### config.mk
export PLATFORM = sky130hd
export DESIGN_NAME = rc_pulse_meter_flat
export DESIGN_NICKNAME = d
export VERILOG_FILES = /design/src/rtl/rc_pkg.sv /design/src/rtl/rc_pulse_meter_if.sv /design/src/rtl/rc_glitch_filter.sv /design/src/rtl/rc_pulse_meter.sv /design/src/flat_wrapper.sv
export SDC_FILE = /design/constraint.sdc
export NUM_CORES = 1
export LEC_CHECK = 0
export ABC_CLOCK_PERIOD_IN_PS = 2900
export CORE_ASPECT_RATIO = 1.2
export CORE_UTILIZATION = 45
export CTS_CLUSTER_DIAMETER = 150
export DETAILED_ROUTE_END_ITERATION = 8
export PLACE_DENSITY = 0.65
export SETUP_SLACK_MARGIN = 0.2
export SLEW_MARGIN = 10
export SYNTH_ARGS = -nofsm -noshare
export SYNTH_HDL_FRONTEND = slang
export SYNTH_SLANG_ARGS = --single-unit
### constraint.sdc
create_clock -name clk -period 2.9 [get_ports clk]
set_input_delay 0.29 -clock clk [delete_from_list [all_inputs] [get_ports clk]]
set_output_delay 0.29 -clock clk [all_outputs]
set_load 0.03 [all_outputs]
### src/rtl/rc_pkg.sv
// Shared definitions for the RC input blocks.
//   PW_STUCK_LOW / PW_STUCK_HIGH : codes reported for a dead input
//   PW_MID                       : servo midpoint used downstream
//   TICK_DIV_DEF                 : default system clocks per measurement tick
//   state_e                      : pulse meter FSM states
package rc_pkg;
  localparam logic [15:0] PW_STUCK_LOW  = 16'h0000;
  localparam logic [15:0] PW_STUCK_HIGH = 16'hFFFF;
  localparam logic [15:0] PW_MID        = 16'h0235;
  localparam int          TICK_DIV_DEF  = 21;

  typedef enum logic [1:0] {SYNC, LOW, HIGH, STUCK} state_e;

  function automatic logic [15:0] sat_inc(input logic [15:0] v);
    return (v == 16'hFFFF) ? v : v + 16'd1;
  endfunction
endpackage

### src/rtl/rc_pulse_meter_if.sv
// Pulse meter signal bundle.
//   sig_in   : raw asynchronous RC pulse input
//   pw       : last measured width in ticks, or a stuck code
//   pw_valid : one-cycle strobe whenever pw is written
// master drives the pin and observes the result; slave is the meter.
interface rc_pulse_meter_if;
  logic        sig_in;
  logic [15:0] pw;
  logic        pw_valid;

  modport master (output sig_in, input pw, input pw_valid);
  modport slave  (input sig_in, output pw, output pw_valid);
endinterface

### src/rtl/rc_glitch_filter.sv
// Two-flop synchronizer followed by a run-length glitch filter.
//   clk, rst : system clock, synchronous active-high reset
//   i_sig    : raw asynchronous input
//   o_level  : filtered level
//   o_rise   : one-cycle pulse, aligned with o_level going high
//   o_fall   : one-cycle pulse, aligned with o_level going low
// Pin-to-level delay is 2 + FILT_LEN clocks for both edges.
module rc_glitch_filter #(
  parameter int FILT_LEN = 4
) (
  input  logic clk,
  input  logic rst,
  input  logic i_sig,
  output logic o_level,
  output logic o_rise,
  output logic o_fall
);
  localparam int CW = (FILT_LEN < 2) ? 1 : $clog2(FILT_LEN);
  localparam logic [CW-1:0] CNT_LAST = CW'(FILT_LEN - 1);

  logic [1:0]    r_sync;
  logic [CW-1:0] r_cnt;
  logic          r_level;
  logic          r_rise;
  logic          r_fall;

  always_ff @(posedge clk) begin
    if (rst) begin
      r_sync  <= '0;
      r_cnt   <= '0;
      r_level <= 1'b0;
      r_rise  <= 1'b0;
      r_fall  <= 1'b0;
    end else begin
      r_sync <= {r_sync[0], i_sig};
      r_rise <= 1'b0;
      r_fall <= 1'b0;
      // r_cnt counts consecutive samples that disagree with the accepted
      // level; the FILT_LEN-th one flips the level.
      if (r_sync[1] != r_level) begin
        if (r_cnt == CNT_LAST) begin
          r_level <= r_sync[1];
          r_rise  <= r_sync[1];
          r_fall  <= ~r_sync[1];
          r_cnt   <= '0;
        end else begin
          r_cnt <= r_cnt + 1'b1;
        end
      end else begin
        r_cnt <= '0;
      end
    end
  end

  assign o_level = r_level;
  assign o_rise  = r_rise;
  assign o_fall  = r_fall;
endmodule

### src/rtl/rc_pulse_meter.sv
// RC servo pulse width meter with stuck-input detection.
//   clk, rst : system clock, synchronous active-high reset
//   bus      : slave side of rc_pulse_meter_if (sig_in in, pw/pw_valid out)
// Width is reported in ticks of TICK_DIV clocks; pulses outside
// MIN_W..MAX_W are dropped silently. No edge for TIMEOUT ticks reports
// PW_STUCK_LOW or PW_STUCK_HIGH once per episode.
//
// state | meaning
// SYNC  | after reset, waiting for a settled low level (drops partial pulse)
// LOW   | input low, waiting for rise
// HIGH  | input high, counting width
// STUCK | stuck code reported, waiting for any edge
module rc_pulse_meter
  import rc_pkg::*;
#(
  parameter int          TICK_DIV = TICK_DIV_DEF,
  parameter int          FILT_LEN = 4,
  parameter logic [15:0] MIN_W    = 16'd150,
  parameter logic [15:0] MAX_W    = 16'd1200,
  parameter logic [15:0] TIMEOUT  = 16'd9600
) (
  input  logic             clk,
  input  logic             rst,
  rc_pulse_meter_if.slave  bus
);
  localparam int PRE_W = (TICK_DIV < 3) ? 1 : $clog2(TICK_DIV);
  localparam logic [PRE_W-1:0] PRE_MAX = PRE_W'(TICK_DIV - 1);
  // Filter output is meaningless until the pipeline has refilled after
  // reset; a pulse already in progress must not be mistaken for a low.
  localparam int SETTLE = FILT_LEN + 3;
  localparam int ST_W   = $clog2(SETTLE + 1);
  localparam logic [ST_W-1:0] ST_DONE = ST_W'(SETTLE);

  logic w_level, w_rise, w_fall, w_edge, w_tick, w_idle_to, w_settled;
  logic [15:0] w_width_fin;

  state_e           r_state;
  logic [PRE_W-1:0] r_pre;
  logic [15:0]      r_width;
  logic [15:0]      r_idle;
  logic [ST_W-1:0]  r_settle;
  logic [15:0]      r_pw;
  logic             r_pw_valid;

  rc_glitch_filter #(.FILT_LEN(FILT_LEN)) u_filt (
    .clk     (clk),
    .rst     (rst),
    .i_sig   (bus.sig_in),
    .o_level (w_level),
    .o_rise  (w_rise),
    .o_fall  (w_fall)
  );

  assign w_edge    = w_rise | w_fall;
  assign w_tick    = (r_pre == PRE_MAX);
  assign w_idle_to = (r_idle >= TIMEOUT);
  assign w_settled = (r_settle == ST_DONE);
  // A tick landing in the fall cycle still belongs to the pulse, which
  // makes the result exactly floor(high clocks / TICK_DIV).
  assign w_width_fin = w_tick ? sat_inc(r_width) : r_width;

  always_ff @(posedge clk) begin
    if (rst) begin
      r_state    <= SYNC;
      r_pre      <= '0;
      r_width    <= '0;
      r_idle     <= '0;
      r_settle   <= '0;
      r_pw       <= PW_STUCK_LOW;
      r_pw_valid <= 1'b0;
    end else begin
      r_pw_valid <= 1'b0;

      r_pre <= (w_edge || w_tick) ? '0 : r_pre + 1'b1;

      if (w_edge)              r_idle <= '0;
      else if (w_tick)         r_idle <= sat_inc(r_idle);

      if (w_edge)              r_width <= '0;
      else if (w_tick && w_level) r_width <= sat_inc(r_width);

      if (!w_settled)          r_settle <= r_settle + 1'b1;

      case (r_state)
        SYNC: begin
          if (w_level && w_idle_to) begin
            r_pw       <= PW_STUCK_HIGH;
            r_pw_valid <= 1'b1;
            r_state    <= STUCK;
          end else if (w_settled && !w_level) begin
            r_state <= LOW;
          end
        end
        LOW: begin
          if (w_rise) begin
            r_state <= HIGH;
          end else if (w_idle_to) begin
            r_pw       <= PW_STUCK_LOW;
            r_pw_valid <= 1'b1;
            r_state    <= STUCK;
          end
        end
        HIGH: begin
          if (w_fall) begin
            if (w_width_fin >= MIN_W && w_width_fin <= MAX_W) begin
              r_pw       <= w_width_fin;
              r_pw_valid <= 1'b1;
            end
            r_state <= LOW;
          end else if (w_idle_to) begin
            r_pw       <= PW_STUCK_HIGH;
            r_pw_valid <= 1'b1;
            r_state    <= STUCK;
          end
        end
        STUCK: begin
          if (w_rise)      r_state <= HIGH;
          else if (w_fall) r_state <= LOW;
        end
        default: r_state <= SYNC;
      endcase
    end
  end

  assign bus.pw       = r_pw;
  assign bus.pw_valid = r_pw_valid;
endmodule

### src/flat_wrapper.sv
// flat-port wrapper written by rule: the top's interface ports become plain ports
module rc_pulse_meter_flat import rc_pkg::*;
#(
  parameter int          TICK_DIV = TICK_DIV_DEF,
  parameter int          FILT_LEN = 4,
  parameter logic [15:0] MIN_W    = 16'd150,
  parameter logic [15:0] MAX_W    = 16'd1200,
  parameter logic [15:0] TIMEOUT  = 16'd9600
)
  (clk, rst, bus_sig_in, bus_pw, bus_pw_valid);
  rc_pulse_meter_if bus_i ();
  input  logic clk;
  input  logic rst;
  input wire logic [$bits(bus_i.sig_in)-1:0] bus_sig_in;
  output wire logic [$bits(bus_i.pw)-1:0] bus_pw;
  output wire logic [$bits(bus_i.pw_valid)-1:0] bus_pw_valid;
  assign bus_i.sig_in = bus_sig_in;
  assign bus_pw = bus_i.pw;
  assign bus_pw_valid = bus_i.pw_valid;
  rc_pulse_meter #(.TICK_DIV(TICK_DIV), .FILT_LEN(FILT_LEN), .MIN_W(MIN_W), .MAX_W(MAX_W), .TIMEOUT(TIMEOUT)) u_core (.clk(clk), .rst(rst), .bus(bus_i));
endmodule
==> results.tsv, run 1 <==
stage	metric	value	unit
grt	overflow	0	
synth	ys_types	53	
floorplanning	start_util	47.4	%
grt	grt_pass1_wl	12700	um
sta	drv_slew	0	
power	pwr_density_cell	380	nW/um^2
clock_tree	cts_buffers	9	
sta	max_slew.worst_pin.slew	0.620	ns
setup_path	critPathMaxFanout	5	
synth	synthAdderAreaFrac	2.85	%
power	p_leak	0.00158	uW
setup_path	cp-start-kind	flop	
worst_hold_path	min_from	u_core.u_filt.r_cnt[0]	
sta	tns	0	ns
route	via_count	3080	
route	postRouteAntennaNets	0	
sta	fin_crit	2.68	ns
sta	post-route-period-util	92.6	%
route	drcViolationCount	0	
synth	yosys.area_share.xor_xnor	8.98	%
setup_path	end_kind	flop	
sta	skew	0.0106	ns
synth	syn_area_per_cell	8.40	um^2
clock_tree	hold_buffers	0	
clock_tree	insertion_delay	0.34	ns
power	total_power	1640	uW
sta	slew_headroom	58.7	%
status	status	complete, no violations	
clock_tree	htree_levels	3	
clock_tree	cts_root_buf	clkbuf_8	
synth	syn-num-nets	429	
setup_path	worstPathRequired	3.09	ns
floorplanning	die_y	98.8	um
route	routed_wl	7810	um
worst_hold_path	holdPathEnd	u_core.u_filt.r_cnt[0]	
place	place_hpwl	5230	um
route	vias_per_cell	5.55	
synth	yosys.area.top_type	dfxtp_1	
floorplanning	fp-row-count	34	
setup_path	crit_arrival	2.87	ns
synth	synth_warnings	0	
setup_path	r2r_slack	0.22	ns
synth	synth_flop_cell	dfxtp_1	
sta	hold_viol	0	
layout	nNetsFinal	471	
synth	ys_ff_latch	66	
sta	max_freq	0.372	GHz
setup_path	r2r_cells	10	
run	cap_violations	0	
synth	synth_area_leaders	dfxtp_1 38%, mux2i_1 5.7%, nor2_1 5.6%	
floorplanning	pin_count	20	
synth	netlist_area	3510	um^2
clock_tree	cts_tree	built	
grt	antenna_found_initial	0	
grt	track_usage	19.9	%
clock_tree	clockBufferDepth	2	
synth	synthArstFlopShare	0	%
grt	grt_max_degree	31	
synth	syn_inst	418	
sta	finalSetupViolCount	0	
grt	grt_pass1_vias	2796	
floorplanning	die_w	82.6	um
synth	netlist.area_leader.share	37.6	%
layout	area_delta_synth_final	23.1	%
route	wl_per_cell	14.1	um
synth	ys_seq_area_share	37.6	%
layout	n_fill_cell	694	
route	drtPass1Iterations	4	
clock_tree	clock_sinks	66	
synth	synth-edff-count	0	
floorplanning	die_area	8160	um^2
synth	synth_top_family_by_area	simple AND/OR/NAND/NOR gates	
synth	yosys.area_share.simple	28.4	%
setup_path	r2r-start	u_core.r_width[11]	
sta	rsz0062_at_grt	false	
route	drt_iter0_markers	198	
layout	diodes	0	
power	ir_drop	222	uV
layout	ff_latch_area	1350	um^2
layout	multiInputGateArea	2130	um^2
worst_hold_path	hold_path.class	reg2reg	
synth	synthMuxAreaShare	6.02	%
clock_tree	path_clk_slew	0.08	ns
worst_hold_path	min_path_cells	1	
setup_path	path_class	reg2reg	
place	place.port_buffers	19	
layout	drive_gt1_share	19.1	%
floorplanning	core_region_area	7400	um^2
setup_path	timing.rr.end	u_core.bus.pw[12]	
synth	synth_compound_area_share	11.6	%
place	place_congestion	0.898	
cells by family (layout without fill, tap and decap cells):
| kind of cell | count (synthesis) | in the layout |
|---|---|---|
| xor+xnor | 36 | 36 |
| mux | 21 | 21 |
| flops | 66 | 66 |
| buf+inv | 33 | 80 |
| fa+ha+maj | 8 | 8 |
| compound gates | 66 | 66 |
| simple gates | 188 | 188 |
how the worst max path moves through the flow:
stage                  startpoint                 to  depth (start not counted)
6_report       u_core.r_width[11]  u_core.bus.pw[12]                         10
5_1_grt        u_core.r_width[11]   u_core.bus.pw[9]                         11
4_1_cts           u_core.r_pre[0]  u_core.bus.pw[12]                         11
3_5_place_dp      u_core.r_pre[0]  u_core.bus.pw[12]                         11
3_3_place_gp      u_core.r_pre[0]  u_core.bus.pw[11]                         11
2_1_floorplan   u_core.r_width[0]  u_core.bus.pw[11]                         11
layout by cell type, fill, tap and decap left out, drive strengths merged, types with 3 or more instances in the layout:
cell type and instances:
dfxtp 66, nor2 52, buf 37, nand2 27, o21ai 23, xor2 22
a21oi 21, nand2b 20, mux2i 20, clkdlybuf4s50 19, nand3 19, xnor2 14
nor3 14, clkbuf 11, or3 10, and3 10, nand4 9, ha 8
inv 6, and4 4, nor2b 4, clkinv 4, or2 3, nand4b 3
and2 3, a311oi 3, clkinvlp 3
cell usage after synthesis, types with 2 or more instances:
cell and number:
dfxtp_1 66, nand2b_1 20, nand4b_1 3, a311oi_1 3
inv_1 6, nor3_1 14, a21oi_1 21, nand3b_1 2
mux2i_1 20, nand3_1 19, buf_2 2, o211ai_1 2
clkbuf_1 18, xnor2_1 14, or3_1 10, a211oi_1 2
and4b_1 2, and2_1 3, nor2_1 52, or2_2 3
and3_1 10, ha_1 8, nor2b_1 4, nand4_1 7
xor2_1 22, nor4_1 2, o21ai_0 23, buf_6 3
and4_1 4, buf_4 3, nor4bb_1 2, nand2_1 27
final cells by class:
class,count,share of cell area (%)
well taps,90,2.60
clock buffers,9,2.87
repair buffers,58,12.5
multi-input cells,319,49.3
inverters,6,0.521
flip-flops and latches,66,31.1
clock inverters,7,1.07
per-stage QoR:
step,instances,setup WS (ns),util (%),hold slack (ns),area [um^2]
6_report,555,0.215,58.4,0.423,4320
5_1_grt,555,0.136,58.4,0.431,4320
4_1_cts,540,0.200,54.6,0.430,4040
3_3_place_gp,524,0.272,52.3,0.406,3870
2_1_floorplan,418,0.214,-,0.397,3510
3_5_place_dp,524,0.190,52.3,0.419,3870
routing by layer:
layer / vias to the layer above / global-route usage (%) / part of all wire, %
met5: - / 0 / 0
met4: 0 / 9.02 / 1.8
met3: 14 / 3.24 / 3.7
met2: 69 / 31.0 / 48
met1: 1453 / 26.5 / 47
li1: 1544 / - / -
state kept, by name (all words and copies together) (netlist names):
name                   cells
u_core.u_filt.o_fall       1
u_core.bus.pw_valid        1
u_core.u_filt.o_rise       1
u_core.r_settle            3
u_core.u_filt.o_level      1
u_core.r_state             2
u_core.u_filt.r_cnt        2
u_core.r_pre               5
u_core.u_filt.r_sync       2
u_core.r_idle             16
u_core.bus.pw             16
u_core.r_width            16
what timing repair did:
item                                    in CTS  in global routing
buffers inserted                             0                 13
endpoints found under the hold margin        0                  0
endpoints found under the setup margin       0                 17
resized for setup                            0                 38
critical path, stage by stage, from the launching register on:
cell and delay, ns:
dfxtp_4 0.38, nand4_1 0.22, buf_4 0.22, or3_1 0.38
nand4_1 0.12, nor2_1 0.06, xor2_1 0.15, or4_1 0.50
o2111a_2 0.22, buf_12 0.15, mux2i_1 0.13
where the power goes:
group / leakage (uW) / internal (uW) / switching, uW
combinational: 0.000964 / 25.8 / 30.8
sequential: 0.000539 / 912 / 6.39
clock: 0.0000810 / 306 / 363
total: 0.00158 / 1240 / 400
Power figures use the tool's default switching activity.
==> run 2, diff against run 1 <==
Settings changed: CORE_UTILIZATION 45 to 40, PLACE_DENSITY 0.65 to not set.
==> results.tsv, run 2 (synthesis results as in run 1) <==
stage	metric	value	unit
status	status	complete, no violations	
route	drcViolationCount	0	
clock_tree	path_clk_slew	0.08	ns
route	postRouteAntennaNets	0	
place	place_area	3900	um^2
sta	max_freq	0.379	GHz
layout	area_delta_synth_final	24.4	%
clock_tree	hold_buffers	0	
setup_path	r2r_slack	0.26	ns
setup_path	end_kind	flop	
clock_tree	cts_tree	built	
layout	nNetsFinal	465	
setup_path	path_class	reg2reg	
setup_path	critical_path_buf_inv_count	1	
place	place_congestion	0.879	
power	sw_frac_of_total	21.5	%
floorplanning	die_area	9160	um^2
sta	finalSetupViolCount	0	
route	drtPass1Iterations	4	
power	p_leak	0.00159	uW
sta	skew	0.0142	ns
power	total_power	1880	uW
clock_tree	cts_root_buf	clkbuf_8	
worst_hold_path	hold_path.class	reg2reg	
power	pwr_density_cell	430	nW/um^2
floorplanning	fp-row-count	37	
route	drt_iter0_markers	227	
power	switchingPower	405	uW
layout	diodes	0	
grt	grt_pass1_wl	12800	um
layout	drive_gt1_share	17.6	%
setup_path	cp-start-kind	flop	
floorplanning	die_w	87.5	um
grt	overflow	0	
route	via_count	3028	
route	routed_wl	7740	um
setup_path	crit_arrival	2.85	ns
sta	post-route-period-util	91.0	%
power	internal_power	1480	uW
floorplanning	pin_count	20	
route	vias_per_cell	5.26	
layout	mostFrequentLayoutCell	dfxtp_1	
place	place_hpwl	5330	um
floorplanning	die_y	105	um
sta	rsz0062_at_grt	true	
grt	grt_max_degree	32	
setup_path	critPathMaxFanout	8	
clock_tree	clockBufferDepth	2	
route	wl_per_cell	13.4	um
setup_path	critPathMaxStageDelay	0.51	ns
sta	hold_viol	0	
setup_path	crit_path_cell_trace	ha_4, nand4_4, or3_1, nand4_1, nor2_1, xor2_1, or4_1, o2111a_2, clkbuf_16, mux2i_1	
power	clockPowerShare	47.9	%
floorplanning	core_region_area	8560	um^2
setup_path	worstPathRequired	3.11	ns
layout	multiInputGateArea	2130	um^2
layout	ff_latch_area	1330	um^2
grt	grt_pass1_vias	2742	
sta	fin_crit	2.64	ns
sta	max_slew.worst_pin.slew	1.11	ns
power	pwr-share-seq	49.1	%
power	combPwrFrac	3.0	%
power	ir_drop	208	uV
clock_tree	cts_buffers	9	
clock_tree	htree_levels	3	
sta	slew_headroom	26.3	%
floorplanning	start_util	41.0	%
run	cap_violations	0	
setup_path	cp_slowest_cell	or4_1	
sta	tns	0	ns
layout	n_fill_cell	831	
sta	drv_slew	0	
grt	track_usage	17.7	%
layout	layout_common_cells	57 x dfxtp_1, 52 x nor2_1, 27 x nand2_1, 27 x buf_4, 22 x o21ai_0	
layout	post-route-cell-area	4370	um^2
grt	antenna_found_initial	0	
clock_tree	clock_sinks	66	
setup_path	cpLargestDelayFamily	simple AND/OR/NAND/NOR gates	
place	place.port_buffers	19	
clock_tree	insertion_delay	0.35	ns
run 2: path summary, 6_finish.rpt:
kind                               start  depth (start not counted)                      to
setup / recovery       u_core.r_width[1]                         10       u_core.bus.pw[13]
hold reg to reg   u_core.u_filt.r_cnt[0]                          1  u_core.u_filt.r_cnt[0]
hold / removal    u_core.u_filt.r_cnt[0]                          1  u_core.u_filt.r_cnt[0]
setup reg to reg       u_core.r_width[1]                         10       u_core.bus.pw[13]
run 2: power groups by stage:
| stage | registers, uW | logic (uW) | clock network (uW) |
|---|---|---|---|
| floorplan | 941 | 37.3 | 0 |
| global placement | 943 | 48.5 | 0 |
| detailed placement | 943 | 49.6 | 0 |
| CTS | 922 | 49.9 | 926 |
| global route | 924 | 64.1 | 968 |
| finish | 923 | 56.1 | 902 |
run 2: repair_timing:
action                                  in CTS  in global routing
pin swaps                                    1                 15
setup buffers                                0                  7
gates resized for setup                      4                 30
endpoints found under the setup margin       3                 17
gates cloned                                 0                  2
run 2: cell type report:
type	instances	share of cell area [%]
tap	117	3.35
timing repair buffer	52	11.4
clock inverter	5	1.95
multi-input combinational	319	48.9
sequential	66	30.5
clock buffer	11	3.47
inverter	6	0.515
run 2: metal layers:
metal / global-route usage [%] / up-vias / part of all wire, %
li1: - / 1545 / -
met3: 2.92 / 19 / 4.2
met5: 0 / - / 0
met4: 10.4 / 0 / 3.5
met1: 21.9 / 1391 / 44
met2: 28.5 / 73 / 49
run 2: per-stage QoR:
| stage | hold slack (ns) | util (%) | setup slack (ns) | cells |
|---|---|---|---|---|
| after floorplan | 0.397 | - | 0.214 | 418 |
| after global placement | 0.407 | 45.6 | 0.256 | 551 |
| after detailed placement | 0.412 | 45.6 | 0.196 | 551 |
| after CTS | 0.429 | 48.5 | 0.200 | 567 |
| after global routing | 0.435 | 51.0 | 0.157 | 576 |
| final | 0.425 | 51.0 | 0.261 | 576 |
